[src/rtl/hazard_fwd_ctrl_pkg.sv]
// Shared constants and types for the hazard/forwarding controller slice.
package hazard_fwd_ctrl_pkg;

  localparam int REG_FILE_ADDR_LEN = 5;
  localparam int FORW_SEL_LEN      = 2;

  // Operand source chosen by the EXE-stage forwarding muxes
  typedef enum logic [FORW_SEL_LEN-1:0] {
    FWD_REG = 2'd0,
    FWD_MEM = 2'd1,
    FWD_WB  = 2'd2
  } fwd_sel_e;

endpackage

[src/rtl/hazard_fwd_ctrl_if.sv]
// Bundle of the ID-stage request and the stall/flush/forwarding response.
interface hazard_fwd_ctrl_if
  import hazard_fwd_ctrl_pkg::*;
#(
  parameter int REG_ADDR_W = REG_FILE_ADDR_LEN,
  parameter int CNT_W      = 32
) ();

  logic                    forward_en;
  logic                    mem_stall;
  logic                    id_valid;
  logic [REG_ADDR_W-1:0]   id_src1;
  logic [REG_ADDR_W-1:0]   id_src2;
  logic                    id_two_src;
  logic                    id_is_store;
  logic [REG_ADDR_W-1:0]   id_dest;
  logic                    id_wb_en;
  logic                    id_mem_read;
  logic                    br_taken;

  logic [FORW_SEL_LEN-1:0] val1_sel;
  logic [FORW_SEL_LEN-1:0] val2_sel;
  logic [FORW_SEL_LEN-1:0] st_val_sel;
  logic                    pc_freeze;
  logic                    if_id_freeze;
  logic                    id_exe_bubble;
  logic                    if_id_flush;
  logic [CNT_W-1:0]        stall_cycles;
  logic [CNT_W-1:0]        flush_count;

  modport master (
    output forward_en, mem_stall, id_valid, id_src1, id_src2, id_two_src,
           id_is_store, id_dest, id_wb_en, id_mem_read, br_taken,
    input  val1_sel, val2_sel, st_val_sel, pc_freeze, if_id_freeze,
           id_exe_bubble, if_id_flush, stall_cycles, flush_count
  );

  modport slave (
    input  forward_en, mem_stall, id_valid, id_src1, id_src2, id_two_src,
           id_is_store, id_dest, id_wb_en, id_mem_read, br_taken,
    output val1_sel, val2_sel, st_val_sel, pc_freeze, if_id_freeze,
           id_exe_bubble, if_id_flush, stall_cycles, flush_count
  );

endinterface

[src/rtl/hazard_fwd_ctrl_fwd_sel_unit.sv]
// Picks the forwarding source for one EXE operand from the MEM and WB shadows.
module fwd_sel_unit
  import hazard_fwd_ctrl_pkg::*;
#(
  parameter int REG_ADDR_W = REG_FILE_ADDR_LEN
) (
  input  logic [REG_ADDR_W-1:0] i_src,
  input  logic                  i_en,
  input  logic                  i_memValid,
  input  logic [REG_ADDR_W-1:0] i_memDest,
  input  logic                  i_memWbEn,
  input  logic                  i_memMemRead,
  input  logic                  i_wbValid,
  input  logic [REG_ADDR_W-1:0] i_wbDest,
  input  logic                  i_wbWbEn,
  output fwd_sel_e              o_sel
);

  logic w_srcNonZero;
  logic w_memHit;
  logic w_wbHit;

  assign w_srcNonZero = (i_src != '0);
  assign w_memHit = i_memValid && i_memWbEn && (i_memDest == i_src) && w_srcNonZero;
  assign w_wbHit  = i_wbValid && i_wbWbEn && (i_wbDest == i_src) && w_srcNonZero;

  // MEM is the younger producer so it wins; a load in MEM has no result yet
  always_comb begin
    o_sel = FWD_REG;
    if (i_en) begin
      if (w_memHit && !i_memMemRead) begin
        o_sel = FWD_MEM;
      end else if (w_wbHit) begin
        o_sel = FWD_WB;
      end
    end
  end

endmodule

[src/rtl/hazard_fwd_ctrl.sv]
// Hazard detection, forwarding selects and stall/flush control for the 5-stage core.
module hazard_fwd_ctrl
  import hazard_fwd_ctrl_pkg::*;
#(
  parameter int REG_ADDR_W = REG_FILE_ADDR_LEN,
  parameter int CNT_W      = 32
) (
  input logic              clk,
  input logic              rst,
  hazard_fwd_ctrl_if.slave bus
);

  logic                  r_exeValid;
  logic [REG_ADDR_W-1:0] r_exeSrc1;
  logic [REG_ADDR_W-1:0] r_exeSrc2;
  logic                  r_exeTwoSrc;
  logic                  r_exeIsStore;
  logic [REG_ADDR_W-1:0] r_exeDest;
  logic                  r_exeWbEn;
  logic                  r_exeMemRead;

  logic                  r_memValid;
  logic [REG_ADDR_W-1:0] r_memDest;
  logic                  r_memWbEn;
  logic                  r_memMemRead;

  logic                  r_wbValid;
  logic [REG_ADDR_W-1:0] r_wbDest;
  logic                  r_wbWbEn;

  logic [CNT_W-1:0]      r_stallCycles;
  logic [CNT_W-1:0]      r_flushCount;

  logic     w_fwdActive;
  fwd_sel_e w_val1Sel;
  fwd_sel_e w_val2Sel;
  fwd_sel_e w_stValSel;

  logic w_useSrc2;
  logic w_src1Exe;
  logic w_src2Exe;
  logic w_src1Mem;
  logic w_src2Mem;
  logic w_hz;
  logic w_flush;

  assign w_fwdActive = bus.forward_en && r_exeValid;

  fwd_sel_unit #(.REG_ADDR_W(REG_ADDR_W)) u_val1Sel (
    .i_src(r_exeSrc1), .i_en(w_fwdActive),
    .i_memValid(r_memValid), .i_memDest(r_memDest), .i_memWbEn(r_memWbEn),
    .i_memMemRead(r_memMemRead),
    .i_wbValid(r_wbValid), .i_wbDest(r_wbDest), .i_wbWbEn(r_wbWbEn),
    .o_sel(w_val1Sel)
  );

  fwd_sel_unit #(.REG_ADDR_W(REG_ADDR_W)) u_val2Sel (
    .i_src(r_exeSrc2), .i_en(w_fwdActive && r_exeTwoSrc),
    .i_memValid(r_memValid), .i_memDest(r_memDest), .i_memWbEn(r_memWbEn),
    .i_memMemRead(r_memMemRead),
    .i_wbValid(r_wbValid), .i_wbDest(r_wbDest), .i_wbWbEn(r_wbWbEn),
    .o_sel(w_val2Sel)
  );

  fwd_sel_unit #(.REG_ADDR_W(REG_ADDR_W)) u_stValSel (
    .i_src(r_exeSrc2), .i_en(w_fwdActive && r_exeIsStore),
    .i_memValid(r_memValid), .i_memDest(r_memDest), .i_memWbEn(r_memWbEn),
    .i_memMemRead(r_memMemRead),
    .i_wbValid(r_wbValid), .i_wbDest(r_wbDest), .i_wbWbEn(r_wbWbEn),
    .o_sel(w_stValSel)
  );

  // Producer matches for the ID sources; r0 never creates a dependence
  assign w_useSrc2 = bus.id_two_src || bus.id_is_store;
  assign w_src1Exe = r_exeValid && r_exeWbEn && (r_exeDest == bus.id_src1) && (bus.id_src1 != '0);
  assign w_src2Exe = r_exeValid && r_exeWbEn && (r_exeDest == bus.id_src2) && (bus.id_src2 != '0);
  assign w_src1Mem = r_memValid && r_memWbEn && (r_memDest == bus.id_src1) && (bus.id_src1 != '0);
  assign w_src2Mem = r_memValid && r_memWbEn && (r_memDest == bus.id_src2) && (bus.id_src2 != '0);

  // Load-use with forwarding; any EXE/MEM producer without it (WB is write-before-read)
  always_comb begin
    w_hz = 1'b0;
    if (bus.id_valid) begin
      if (bus.forward_en) begin
        w_hz = r_exeMemRead && (w_src1Exe || (w_useSrc2 && w_src2Exe));
      end else begin
        w_hz = w_src1Exe || w_src1Mem || (w_useSrc2 && (w_src2Exe || w_src2Mem));
      end
    end
  end

  assign w_flush = bus.br_taken && !w_hz && !bus.mem_stall;

  assign bus.val1_sel      = w_val1Sel;
  assign bus.val2_sel      = w_val2Sel;
  assign bus.st_val_sel    = w_stValSel;
  assign bus.pc_freeze     = bus.mem_stall || w_hz;
  assign bus.if_id_freeze  = bus.mem_stall || w_hz;
  assign bus.id_exe_bubble = w_hz && !bus.mem_stall;
  assign bus.if_id_flush   = w_flush;
  assign bus.stall_cycles  = r_stallCycles;
  assign bus.flush_count   = r_flushCount;

  // Shadow pipeline advances with the core and freezes during a memory wait
  always_ff @(posedge clk) begin
    if (rst) begin
      r_exeValid   <= 1'b0;
      r_exeSrc1    <= '0;
      r_exeSrc2    <= '0;
      r_exeTwoSrc  <= 1'b0;
      r_exeIsStore <= 1'b0;
      r_exeDest    <= '0;
      r_exeWbEn    <= 1'b0;
      r_exeMemRead <= 1'b0;
      r_memValid   <= 1'b0;
      r_memDest    <= '0;
      r_memWbEn    <= 1'b0;
      r_memMemRead <= 1'b0;
      r_wbValid    <= 1'b0;
      r_wbDest     <= '0;
      r_wbWbEn     <= 1'b0;
    end else if (!bus.mem_stall) begin
      r_wbValid    <= r_memValid;
      r_wbDest     <= r_memDest;
      r_wbWbEn     <= r_memWbEn;
      r_memValid   <= r_exeValid;
      r_memDest    <= r_exeDest;
      r_memWbEn    <= r_exeWbEn;
      r_memMemRead <= r_exeMemRead;
      r_exeValid   <= bus.id_valid && !w_hz;
      r_exeSrc1    <= bus.id_src1;
      r_exeSrc2    <= bus.id_src2;
      r_exeTwoSrc  <= bus.id_two_src;
      r_exeIsStore <= bus.id_is_store;
      r_exeDest    <= bus.id_dest;
      r_exeWbEn    <= bus.id_wb_en;
      r_exeMemRead <= bus.id_mem_read;
    end
  end

  // Saturating counts of hazard-stall cycles and IF/ID flushes
  always_ff @(posedge clk) begin
    if (rst) begin
      r_stallCycles <= '0;
      r_flushCount  <= '0;
    end else begin
      if (w_hz && !bus.mem_stall && (r_stallCycles != '1)) begin
        r_stallCycles <= r_stallCycles + CNT_W'(1);
      end
      if (w_flush && (r_flushCount != '1)) begin
        r_flushCount <= r_flushCount + CNT_W'(1);
      end
    end
  end

endmodule

[src/flat_wrapper.sv]
// flat-port wrapper written by rule: the top's interface ports become plain ports
module hazard_fwd_ctrl_flat import hazard_fwd_ctrl_pkg::*;
#(
  parameter int REG_ADDR_W = REG_FILE_ADDR_LEN,
  parameter int CNT_W      = 32
)
  (clk, rst, bus_forward_en, bus_mem_stall, bus_id_valid, bus_id_src1, bus_id_src2, bus_id_two_src, bus_id_is_store, bus_id_dest, bus_id_wb_en, bus_id_mem_read, bus_br_taken, bus_val1_sel, bus_val2_sel, bus_st_val_sel, bus_pc_freeze, bus_if_id_freeze, bus_id_exe_bubble, bus_if_id_flush, bus_stall_cycles, bus_flush_count);
  hazard_fwd_ctrl_if #(.REG_ADDR_W(REG_ADDR_W), .CNT_W(CNT_W)) bus_i ();
  input logic clk;
  input logic rst;
  input wire logic [$bits(bus_i.forward_en)-1:0] bus_forward_en;
  input wire logic [$bits(bus_i.mem_stall)-1:0] bus_mem_stall;
  input wire logic [$bits(bus_i.id_valid)-1:0] bus_id_valid;
  input wire logic [$bits(bus_i.id_src1)-1:0] bus_id_src1;
  input wire logic [$bits(bus_i.id_src2)-1:0] bus_id_src2;
  input wire logic [$bits(bus_i.id_two_src)-1:0] bus_id_two_src;
  input wire logic [$bits(bus_i.id_is_store)-1:0] bus_id_is_store;
  input wire logic [$bits(bus_i.id_dest)-1:0] bus_id_dest;
  input wire logic [$bits(bus_i.id_wb_en)-1:0] bus_id_wb_en;
  input wire logic [$bits(bus_i.id_mem_read)-1:0] bus_id_mem_read;
  input wire logic [$bits(bus_i.br_taken)-1:0] bus_br_taken;
  output wire logic [$bits(bus_i.val1_sel)-1:0] bus_val1_sel;
  output wire logic [$bits(bus_i.val2_sel)-1:0] bus_val2_sel;
  output wire logic [$bits(bus_i.st_val_sel)-1:0] bus_st_val_sel;
  output wire logic [$bits(bus_i.pc_freeze)-1:0] bus_pc_freeze;
  output wire logic [$bits(bus_i.if_id_freeze)-1:0] bus_if_id_freeze;
  output wire logic [$bits(bus_i.id_exe_bubble)-1:0] bus_id_exe_bubble;
  output wire logic [$bits(bus_i.if_id_flush)-1:0] bus_if_id_flush;
  output wire logic [$bits(bus_i.stall_cycles)-1:0] bus_stall_cycles;
  output wire logic [$bits(bus_i.flush_count)-1:0] bus_flush_count;
  assign bus_i.forward_en = bus_forward_en;
  assign bus_i.mem_stall = bus_mem_stall;
  assign bus_i.id_valid = bus_id_valid;
  assign bus_i.id_src1 = bus_id_src1;
  assign bus_i.id_src2 = bus_id_src2;
  assign bus_i.id_two_src = bus_id_two_src;
  assign bus_i.id_is_store = bus_id_is_store;
  assign bus_i.id_dest = bus_id_dest;
  assign bus_i.id_wb_en = bus_id_wb_en;
  assign bus_i.id_mem_read = bus_id_mem_read;
  assign bus_i.br_taken = bus_br_taken;
  assign bus_val1_sel = bus_i.val1_sel;
  assign bus_val2_sel = bus_i.val2_sel;
  assign bus_st_val_sel = bus_i.st_val_sel;
  assign bus_pc_freeze = bus_i.pc_freeze;
  assign bus_if_id_freeze = bus_i.if_id_freeze;
  assign bus_id_exe_bubble = bus_i.id_exe_bubble;
  assign bus_if_id_flush = bus_i.if_id_flush;
  assign bus_stall_cycles = bus_i.stall_cycles;
  assign bus_flush_count = bus_i.flush_count;
  hazard_fwd_ctrl #(.REG_ADDR_W(REG_ADDR_W), .CNT_W(CNT_W)) u_core (.clk(clk), .rst(rst), .bus(bus_i));
endmodule
[config.mk]
export PLATFORM = sky130hd
export DESIGN_NAME = hazard_fwd_ctrl_flat
export DESIGN_NICKNAME = d
export VERILOG_FILES = /design/src/rtl/hazard_fwd_ctrl_pkg.sv /design/src/rtl/hazard_fwd_ctrl_if.sv /design/src/rtl/hazard_fwd_ctrl_fwd_sel_unit.sv /design/src/rtl/hazard_fwd_ctrl.sv /design/src/flat_wrapper.sv
export SDC_FILE = /design/constraint.sdc
export NUM_CORES = 1
export LEC_CHECK = 0
export BUFFER_PORTS_ARGS = -buffer_cell sky130_fd_sc_hd__buf_2
export CAP_MARGIN = 40
export CORE_MARGIN = 10
export CORE_UTILIZATION = 40
export CTS_CLUSTER_DIAMETER = 80
export DETAILED_ROUTE_END_ITERATION = 16
export GPL_TIMING_DRIVEN = 0
export SYNTH_ARGS = -nofsm -noshare
export SYNTH_HDL_FRONTEND = slang
export SYNTH_SLANG_ARGS = --single-unit
[constraint.sdc]
create_clock -name clk -period 3.6 [get_ports clk]
set_clock_uncertainty 0.2 [all_clocks]
set_input_delay 0.18 -clock clk [delete_from_list [all_inputs] [get_ports clk]]
set_output_delay 0.18 -clock clk [all_outputs]
set_load 0.1 [all_outputs]
Word-level counts from Yosys, hierarchy flattened
Cells that the tools add are included.
Word-level totals
  register bits after elaboration: 99
  input port bits: 25
  word-level logic and storage cells: 84
Operators by class
  add/sub/neg operators: 2
  equality and inequality tests: 10
  multiplexer cells: 9
  reduce and logical (&&, ||, !) cells: 46
Operator list (count)
  $add 32x1->32 const B: 2
  $ne 32x32->1 const B: 2
  $eq 5x5->1: 8
  $logic_and 1x1->1: 33
  $reduce_bool 5->1: 4
  $mux 2: 7
  $logic_or 1x1->1: 6
  $logic_not 1->1: 3
  $mux 1: 2

Depth between registers and ports, before layout
Gate-level depths: netlist of run 1.
  depth after elaboration: 12
  gate-level depth with buffers: 11

Modules after synthesis
A second synthesis of run 1 with hierarchy kept.
Unflattened totals
  cell total of the unflattened synthesis: 629
  area total of the unflattened synthesis: 5318.9 um2
Modules (own cells, without submodules)
  hazard_fwd_ctrl: instances 1, cells an instance 566, area each 4838.4 um2
  fwd_sel_unit: instances 3, cells an instance 21, area each 160.2 um2

Least setup slack after synthesis of run 1
No wires, ideal clock.
  kind: reg-to-output
  from: register u_core.r_memDest[0]
  to: output bus_id_exe_bubble
  arrival: 2891 ps
  data required time: 3220 ps
  setup slack: 329 ps
  cell stages (with the launch flop): 9
  path buffers: 2
  cell sequence: dfxtp_1 clkbuf_1 xnor2_1 nand3_1 nor3_1 nor2_1 o31a_1 clkbuf_1 nor2b_1
Between the ends
  longest elaborated chain between the ends: 9
RTL lines
  start: declaration: RTL line hazard_fwd_ctrl.sv:23  | logic [REG_ADDR_W-1:0] r_memDest;
  start signal: assignment: RTL line hazard_fwd_ctrl.sv:127  | r_memDest <= r_exeDest;
  $eq 5x5->1: RTL line hazard_fwd_ctrl.sv:78  | assign w_src2Mem = r_memValid && r_memWbEn && (r_memDest == bus.id_src2) && (bus.id_src2 != '0);
  $logic_and 1x1->1 (2 in series): RTL line hazard_fwd_ctrl.sv:78
  $logic_or 1x1->1: RTL line hazard_fwd_ctrl.sv:87  | w_hz = w_src1Exe || w_src1Mem || (w_useSrc2 && (w_src2Exe || w_src2Mem));
  $logic_and 1x1->1: RTL line hazard_fwd_ctrl.sv:87
  $logic_or 1x1->1 *: RTL line hazard_fwd_ctrl.sv:87
  $mux 1 *: RTL line hazard_fwd_ctrl.sv:84  | if (bus.forward_en) begin
  $mux 1 *: RTL line hazard_fwd_ctrl.sv:83  | if (bus.id_valid) begin
  $logic_and 1x1->1 *: RTL line hazard_fwd_ctrl.sv:99  | assign bus.id_exe_bubble = w_hz && !bus.mem_stall;
  end: declaration: RTL line flat_wrapper.sv:27  | output wire logic [$bits(bus_i.id_exe_bubble)-1:0] bus_id_exe_bubble;
Mark *: on every way between the ends. The rest lies on a longest branch, timed or not.

Final worst setup path of run 1
  from: input bus_id_src2[0]
  to: output bus_if_id_flush
Between the ends
  longest elaborated chain between the ends: 11
RTL lines
  start: declaration: RTL line flat_wrapper.sv:15  | input wire logic [$bits(bus_i.id_src2)-1:0] bus_id_src2;
  $eq 5x5->1 (on tied branches): RTL line hazard_fwd_ctrl.sv:76, hazard_fwd_ctrl.sv:78
  $logic_and 1x1->1 (on tied branches) (2 in series): RTL line hazard_fwd_ctrl.sv:76, hazard_fwd_ctrl.sv:78
  $logic_or 1x1->1 / $logic_and 1x1->1 (equally long branches): RTL line hazard_fwd_ctrl.sv:87, hazard_fwd_ctrl.sv:85
  $logic_and 1x1->1 / $logic_or 1x1->1 (equally long branches): RTL line hazard_fwd_ctrl.sv:87, hazard_fwd_ctrl.sv:85
  $logic_or 1x1->1 / $logic_and 1x1->1 (equally long branches): RTL line hazard_fwd_ctrl.sv:87, hazard_fwd_ctrl.sv:85
  $mux 1 *: RTL line hazard_fwd_ctrl.sv:84
  $mux 1 *: RTL line hazard_fwd_ctrl.sv:83
  $logic_not 1->1 *: RTL line hazard_fwd_ctrl.sv:92  | assign w_flush = bus.br_taken && !w_hz && !bus.mem_stall;
  $logic_and 1x1->1 * (2 in series): RTL line hazard_fwd_ctrl.sv:92
  end: declaration: RTL line flat_wrapper.sv:28  | output wire logic [$bits(bus_i.if_id_flush)-1:0] bus_if_id_flush;
Marks and branches as above.

==> results of run 1 <==
-- metal layers --
| metal | GRT usage | part of all wire | routed length, µm | up-vias |
|---|---|---|---|---|
| li1 | - | - | - | 2539 |
| met1 | 0.216 | 0.45 | 7180 | 2504 |
| met2 | 0.282 | 0.48 | 7650 | 153 |
| met3 | 0.0356 | 0.054 | 869 | 17 |
| met4 | 0.0646 | 0.017 | 266 | 0 |
| met5 | 0 | 0 | 0 | - |
-- through the flow --
step | worst slack, ns | hold slack, ns | power (mW) | area (µm²) | utilization
after floorplan | 0.329 | 0.124 | 1.30 | 5290 | -
after global placement | 0.543 | 0.209 | 1.36 | 5990 | 0.469
after detailed placement | 0.530 | 0.221 | 1.36 | 5990 | 0.469
after CTS | 0.0714 | 0.0499 | 2.49 | 6530 | 0.511
after global routing | 0.0656 | 0.0835 | 2.55 | 6540 | 0.512
final | 0.184 | 0.0589 | 2.45 | 6540 | 0.512
-- worst max-delay path by stage --
stage	startpoint	cells past startpoint	end
after floorplan	u_core.r_memDest[0]$_SDFFE_PP0N_	8	bus_id_exe_bubble
after global placement	u_core.r_memDest[3]$_SDFFE_PP0N_	9	bus_id_exe_bubble
after detailed placement	u_core.r_memDest[2]$_SDFFE_PP0N_	9	bus_id_exe_bubble
after CTS	bus_id_src2[0]	10	bus_id_exe_bubble
after global routing	u_core.r_memDest[2]$_SDFFE_PP0N_	9	bus_id_exe_bubble
final	bus_id_src2[0]	11	bus_if_id_flush
-- kinds of logic (layout without fill, tap and decap cells) --
group,Yosys count,in the layout,share of synthesized area
and+or+nand+nor,290,290,0.298
DFF,99,99,0.375
AOI/OAI and AO/OA,95,95,0.109
muxes,54,54,0.107
buffers and inverters,48,180,0.0412
xor gates and xnor gates,40,40,0.0662
adders and majority gates,2,2,0.00473
-- worst reg2reg max path, stage by stage (launching register included) --
cell and delay (ns):
dfxtp_1 0.32, clkbuf_1 0.34, xnor2_1 0.17, nand3_1 0.09, nor3_1 0.36, nor2_1 0.10
o31a_1 0.36, buf_2 0.24, nor4_1 0.36, mux2_2 0.38
-- final cells by class --
| cell class | count | area [µm²] | area share |
|---|---|---|---|
| Multi-Input combinational cell | 481 | 3100 | 0.474 |
| Sequential cell | 99 | 1980 | 0.303 |
| Timing Repair Buffer | 116 | 678 | 0.104 |
| Clock buffer | 13 | 280 | 0.0429 |
| Tap cell | 172 | 215 | 0.0329 |
| Buffer | 40 | 189 | 0.0289 |
| Clock inverter | 3 | 67.6 | 0.0103 |
| Inverter | 8 | 30.0 | 0.00459 |
-- power breakdown --
part	switching, mW	internal (mW)	total [mW]
Sequential	0.0224	1.11	1.14
Combinational	0.127	0.0890	0.216
Clock	0.416	0.685	1.10
-- cells in the final DEF, fill, tap and decap left out, types with 3 or more instances in the layout --
cell             n
buf_2          104
dfxtp_1         99
nor2_1          75
a21oi_1         42
nand3_1         37
mux2i_1         34
nand2_1         28
xnor2_1         27
nand4_1         27
or4_1           26
nor2b_1         23
clkbuf_1        22
o21ai_0         21
mux2_2          20
o31ai_1         20
or3_1           19
dlygate4sd3_1   19
nor3_1          16
xor2_1          13
nor4_1           9
clkbuf_16        9
inv_1            8
and3_1           7
and4_1           5
buf_1            4
nor4b_1          4
clkbuf_8         4
nor3b_1          3
or2_2            3
o31a_1           3
buf_6            3
-- state kept, by name (all words and copies together) (netlist names), 5 cells and up --
name / cells
u_core.bus.flush_count: 32
u_core.bus.stall_cycles: 32
u_core.r_exeDest: 5
u_core.r_wbDest: 5
u_core.r_exeSrc1: 5
u_core.r_memDest: 5
u_core.r_exeSrc2: 5
-- what timing repair did --
action	CTS	global route
hold buffers	19	0
endpoints found under the setup margin	0	2
hold endpoints to repair	19	0
resized for setup	0	4
==> summary.txt, run 1 <==
Outcome
  • Outcome: complete, no violations

Setup path
  • RR Endpoint: u_core.bus.stall_cycles[17]$_SDFFE_PP0P_
  • Reg-to-reg startpoint: u_core.r_memDest[2]$_SDFFE_PP0N_
  • Max stage delay on crit path: 0.58 ns
  • Critical-path top delay cell: or4_1
  • Worst path buffer plus inverter count: 6
  • Critical path class: in -> out
  • Cell breakdown of the critical path: dlygate4sd3_1, buf_2, or4_1, o22ai_2, nor3_1, o21ai_2, nand3_2, buf_2, clkbuf_1, inv_1, clkbuf_4
  • R2r setup slk: 0.58 ns
  • Kind of start point of the critical path: primary input
  • Most common cell on crit path: buf_2
  • WP data arrival: 3.04 ns
  • Worst EP required: 3.22 ns
  • Reg2reg path depth: 9
  • Worst-path fanout max: 10
  • CP top delay family: buffers and inverters
  • Crit. End Element: output port

Clock network
  • CTS tree: built
  • Max clock buf depth: 2
  • Clock tree sinks: 99
  • Clk slew on worst S/H paths: 0.06 ns
  • H-tree Lvls: 3
  • Total CTS buffers: 9
  • Clk_lat worst skew: 0.35 ns
  • CTS root buffer: clkbuf_16
  • Post CTS Setup Buffer Count: 0

Pwr
  • Pwr per Cell Area: 375 nW/µm²
  • Worst ir drop on vdd: 0.221 mV
  • Lkg Pwr: 2.56 nW

STA
  • Slew headroom: 0.441
  • Unrepaired setup endpoints after global routing: no
  • Slew @ Worst Pin: 0.838 ns
  • Max Slew Vio Count: 0
  • Final cycle utilization of the critical path: 0.949
  • Final Hold Viols: 0
  • Minimum clock period: 3.42 ns
  • Setup TNS: 0 ns
  • Final Setup Violations: 0
  • Max Fclk: 293 MHz

Global routing
  • Vias in the first global route: 4956
  • Pin count of the biggest net entering global routing: 16
  • Global route overflow: 0
  • Gr usage total: 0.172
  • Initial antenna violation count: 0
  • First-pass GRT wire length: 25600 µm

Die
  • Initial Util: 0.414
  • DIE HEIGHT: 135 µm
  • Die area: 18200 µm²
  • Die Wd: 135 µm
  • Row count: 41
  • Core Area: 12800 µm²
  • I/O pin count: 99

Worst hold path
  • Min-Delay Path Class: in -> reg
  • Worst Hold Endpoint: u_core.r_exeValid$_SDFFE_PP0N_
  • Hold_sp: bus_mem_stall
  • Hold path depth: 4

Final layout
  • Layout Nets: 782
  • Layout cells sized above 1: 0.211
  • Filler instances: 1242
  • Area delta synth->final: 23.6%
  • Antenna fix cells: 0
  • Layout Cells excl Fill: 932

Synth
  • Synthesized cell area: 5290 µm²
  • Asr flop ratio synth: 0
  • FF+latch count, synth: 99
  • Synth top area cells: dfxtp_1, mux2i_1, nor2_1
  • Yosys top cell by area: dfxtp_1
  • Synth Warn #: 0
  • Count leader, synth: dfxtp_1
  • Top_reg_cell synth: dfxtp_1
  • Synth cell types: 45
  • Post-synth EDFFs: 0
  • Cells after Synth: 628
  • Post-synthesis sequential area ratio: 0.375
  • Syn_nets: 655
  • Commonest cells post-synth: dfxtp_1, nor2_1, a21oi_1, nand3_1, mux2i_1
  • Syn_area_per_cell: 8.42 µm²
  • Share of the synthesized area in the top cell type: 0.375

Route
  • DR WL/cell: 17.1 µm
  • Vias: 5213
  • Routed Antenna Nets: 0
  • WL final: 16000 µm
  • Initial DRC Count: 369
  • DRC violations left: 0
  • Routed vias/inst: 5.59
  • Router iterations before antenna repair: 5

Place
  • Placer congestion estimate: 0.879
  • Post-DP HPWL: 11700 µm
  • Buffers on Ports: 97
  • Placed cells: 897

Flow run
  • Maxcap violations: 0
(Power assumes the default switching activity.)
==> inputs of run 2 (changes only) <==
Settings changed: CORE_ASPECT_RATIO from default to 0.75.
==> run 2 against run 1 <==
  * Design area is essentially flat
  * Final cell count decreased by 0.11%
  * Non-clock buffer count increased by 1
  * Global-route usage grew 0.099 points
  * Wire length increased by 2.9%
  * Maximum frequency is 0.96% lower
  * Via count is 0.12% higher
  * Critical path depth decreased by 1
  * Critical path type unchanged
==> summary.txt, run 2 (same netlist as run 1, synthesis figures left out) <==
Clock network
  • Clock tree sinks: 99 (unchanged)
  • Max clock buf depth: 2 (unchanged)
  • Post CTS Setup Buffer Count: 0 (unchanged)
  • Clk slew on worst S/H paths: 0.06 ns (about the same)
  • Clk_lat worst skew: 0.34 ns (about the same)
  • H-tree Lvls: 3 (unchanged)
  • Total CTS buffers: 9 (unchanged)
  • CTS tree: built
  • CTS root buffer: clkbuf_16

STA
  • Unrepaired setup endpoints after global routing: no
  • Final cycle utilization of the critical path: 0.958 (+0.00924)
  • Final Hold Viols: 0 (unchanged)
  • Minimum clock period: 3.45 ns (+0.0333 ns)
  • Slew headroom: 0.495 (+0.0535)
  • Max Slew Vio Count: 0 (unchanged)
  • Final Setup Violations: 0 (unchanged)
  • Max Fclk: 290 MHz (-0.96%)
  • Slew @ Worst Pin: 0.758 ns (-0.0802 ns)
  • Setup TNS: 0 ns (unchanged)

Global routing
  • First-pass GRT wire length: 26800 µm (+4.5%)
  • Gr usage total: 0.173 (+0.000993)
  • Pin count of the biggest net entering global routing: 16 (unchanged)
  • Vias in the first global route: 5069 (+2.3%)
  • Global route overflow: 0 (unchanged)
  • Initial antenna violation count: 0 (unchanged)

Setup path
  • Max stage delay on crit path: 0.55 ns (-0.03 ns)
  • Reg-to-reg startpoint: u_core.bus.flush_count[0]$_SDFFE_PP0P_
  • Cell breakdown of the critical path: dlygate4sd3_1, buf_2, or4_1, o22ai_2, nor4_2, o21ai_1, o31a_1, clkbuf_1, nor2b_1, buf_2
  • Critical path class: in -> out
  • Crit path from: bus_id_src2[1]
  • Most common cell on crit path: buf_2
  • WP data arrival: 3.07 ns (+0.03 ns)
  • Crit. End Element: output port
  • Kind of start point of the critical path: primary input
  • Critical-path top delay cell: dlygate4sd3_1
  • Worst EP required: 3.22 ns (about the same)
  • Worst-path fanout max: 10 (unchanged)

Flow run
  • Maxcap violations: 0 (unchanged)

Route
  • Router iterations before antenna repair: 7 (+2)
  • Routed vias/inst: 5.61 (+0.22%)
  • Initial DRC Count: 444 (+20%)
  • DR WL/cell: 17.6 µm (+3.0%)
  • Routed Antenna Nets: 0 (unchanged)
  • Vias: 5219 (+0.12%)
  • DRC violations left: 0 (unchanged)
  • WL final: 16400 µm (+2.9%)

Die
  • Row count: 36 (-12%)
  • DIE HEIGHT: 120 µm (-11%)
  • Initial Util: 0.408 (-0.00635)
  • Die area: 18300 µm² (+0.26%)
  • Die Wd: 153 µm (+13%)
  • Core Area: 13000 µm² (+1.6%)
  • I/O pin count: 99 (unchanged)

Final layout
  • Most common cell after layout, fill and taps aside: buf_2
  • Area delta synth->final: 23.6% (about the same)
  • Filler instances: 1293 (+4.1%)
  • Most frequent cells in the layout: buf_2, dfxtp_1, nor2_1, a21oi_1, nand3_1
  • Final Cell Area: 6540 µm² (about the same)
  • Antenna fix cells: 0 (unchanged)
  • Layout cells sized above 1: 0.208 (-0.00263)
  • Layout Nets: 783 (+0.13%)

Pwr
  • Lkg Pwr: 2.56 nW (about the same)
  • Pwr per Cell Area: 377 nW/µm² (+0.54%)
  • Worst ir drop on vdd: 0.259 mV (+17%)

Outcome
  • Outcome: complete, no violations

Place
  • Placed Area: 6000 µm² (+0.15%)
  • Placer congestion estimate: 0.896 (+1.9%)
  • Buffers on Ports: 97 (unchanged)
  • Post-DP HPWL: 12200 µm (+4.3%)

Worst hold path
  • Min-Delay Path Class: in -> reg
  • Hold_sp: bus_mem_stall
-- run 2: final timing paths --
path                                                   end  slack [ns]  cells after the start
setup / recovery                         bus_id_exe_bubble        0.15                     10
hold / removal              u_core.r_exeValid$_SDFFE_PP0N_        0.05                      4
hold reg to reg   u_core.bus.stall_cycles[29]$_SDFFE_PP0P_        0.29                      2
setup reg to reg    u_core.bus.flush_count[1]$_SDFFE_PP0P_        0.51                      9
-- run 2: stage by stage --
stage | util | setup slack, ns | power (mW) | hold slack [ns] | cells
3_3_place_gp | 0.462 | 0.633 | 1.36 | 0.213 | 896
4_1_cts | 0.503 | 0.0958 | 2.48 | 0.0410 | 931
2_1_floorplan | - | 0.329 | 1.30 | 0.124 | 628
6_report | 0.504 | 0.151 | 2.47 | 0.0493 | 931
3_5_place_dp | 0.462 | 0.622 | 1.36 | 0.221 | 897
5_1_grt | 0.504 | 0.0110 | 2.55 | 0.0839 | 931
-- run 2: power breakdown --
group / internal [mW] / leakage (nW) / switching [mW]
Sequential: 1.11 / 0.802 / 0.0241
Combinational: 0.0889 / 1.59 / 0.129
Clock: 0.696 / 0.166 / 0.415
Total: 1.90 / 2.56 / 0.569
-- run 2: layer usage --
metal	share of wire	GRT usage
met5	0	0
met4	0.015	0.0482
met3	0.060	0.0475
met2	0.45	0.267
met1	0.48	0.232
-- run 2: layout make-up --
| cell class | count | area [µm²] | area share |
|---|---|---|---|
| multi-input cells | 481 | 3100 | 0.474 |
| clock buffers | 11 | 243 | 0.0371 |
| flip-flops and latches | 99 | 1980 | 0.303 |
| inverters | 8 | 30.0 | 0.00459 |
| repair buffers | 117 | 688 | 0.105 |
| plain buffers | 40 | 188 | 0.0287 |
| well taps | 171 | 214 | 0.0327 |
| clock inverters | 4 | 98.8 | 0.0151 |
-- run 2: repair_timing --
action                                 CTS  global route
resized for setup                        0             2
setup endpoints to repair                0             1
hold buffers                            19             0
endpoints found under the hold margin   19             0
-- run 2: worst max-delay path, delay by kind of cell --
family | cells | cell delay (ns)
AOI/OAI and AO/OA | 3 | 0.64
buffers and inverters | 4 | 1.47
and+or+nand+nor | 3 | 0.77
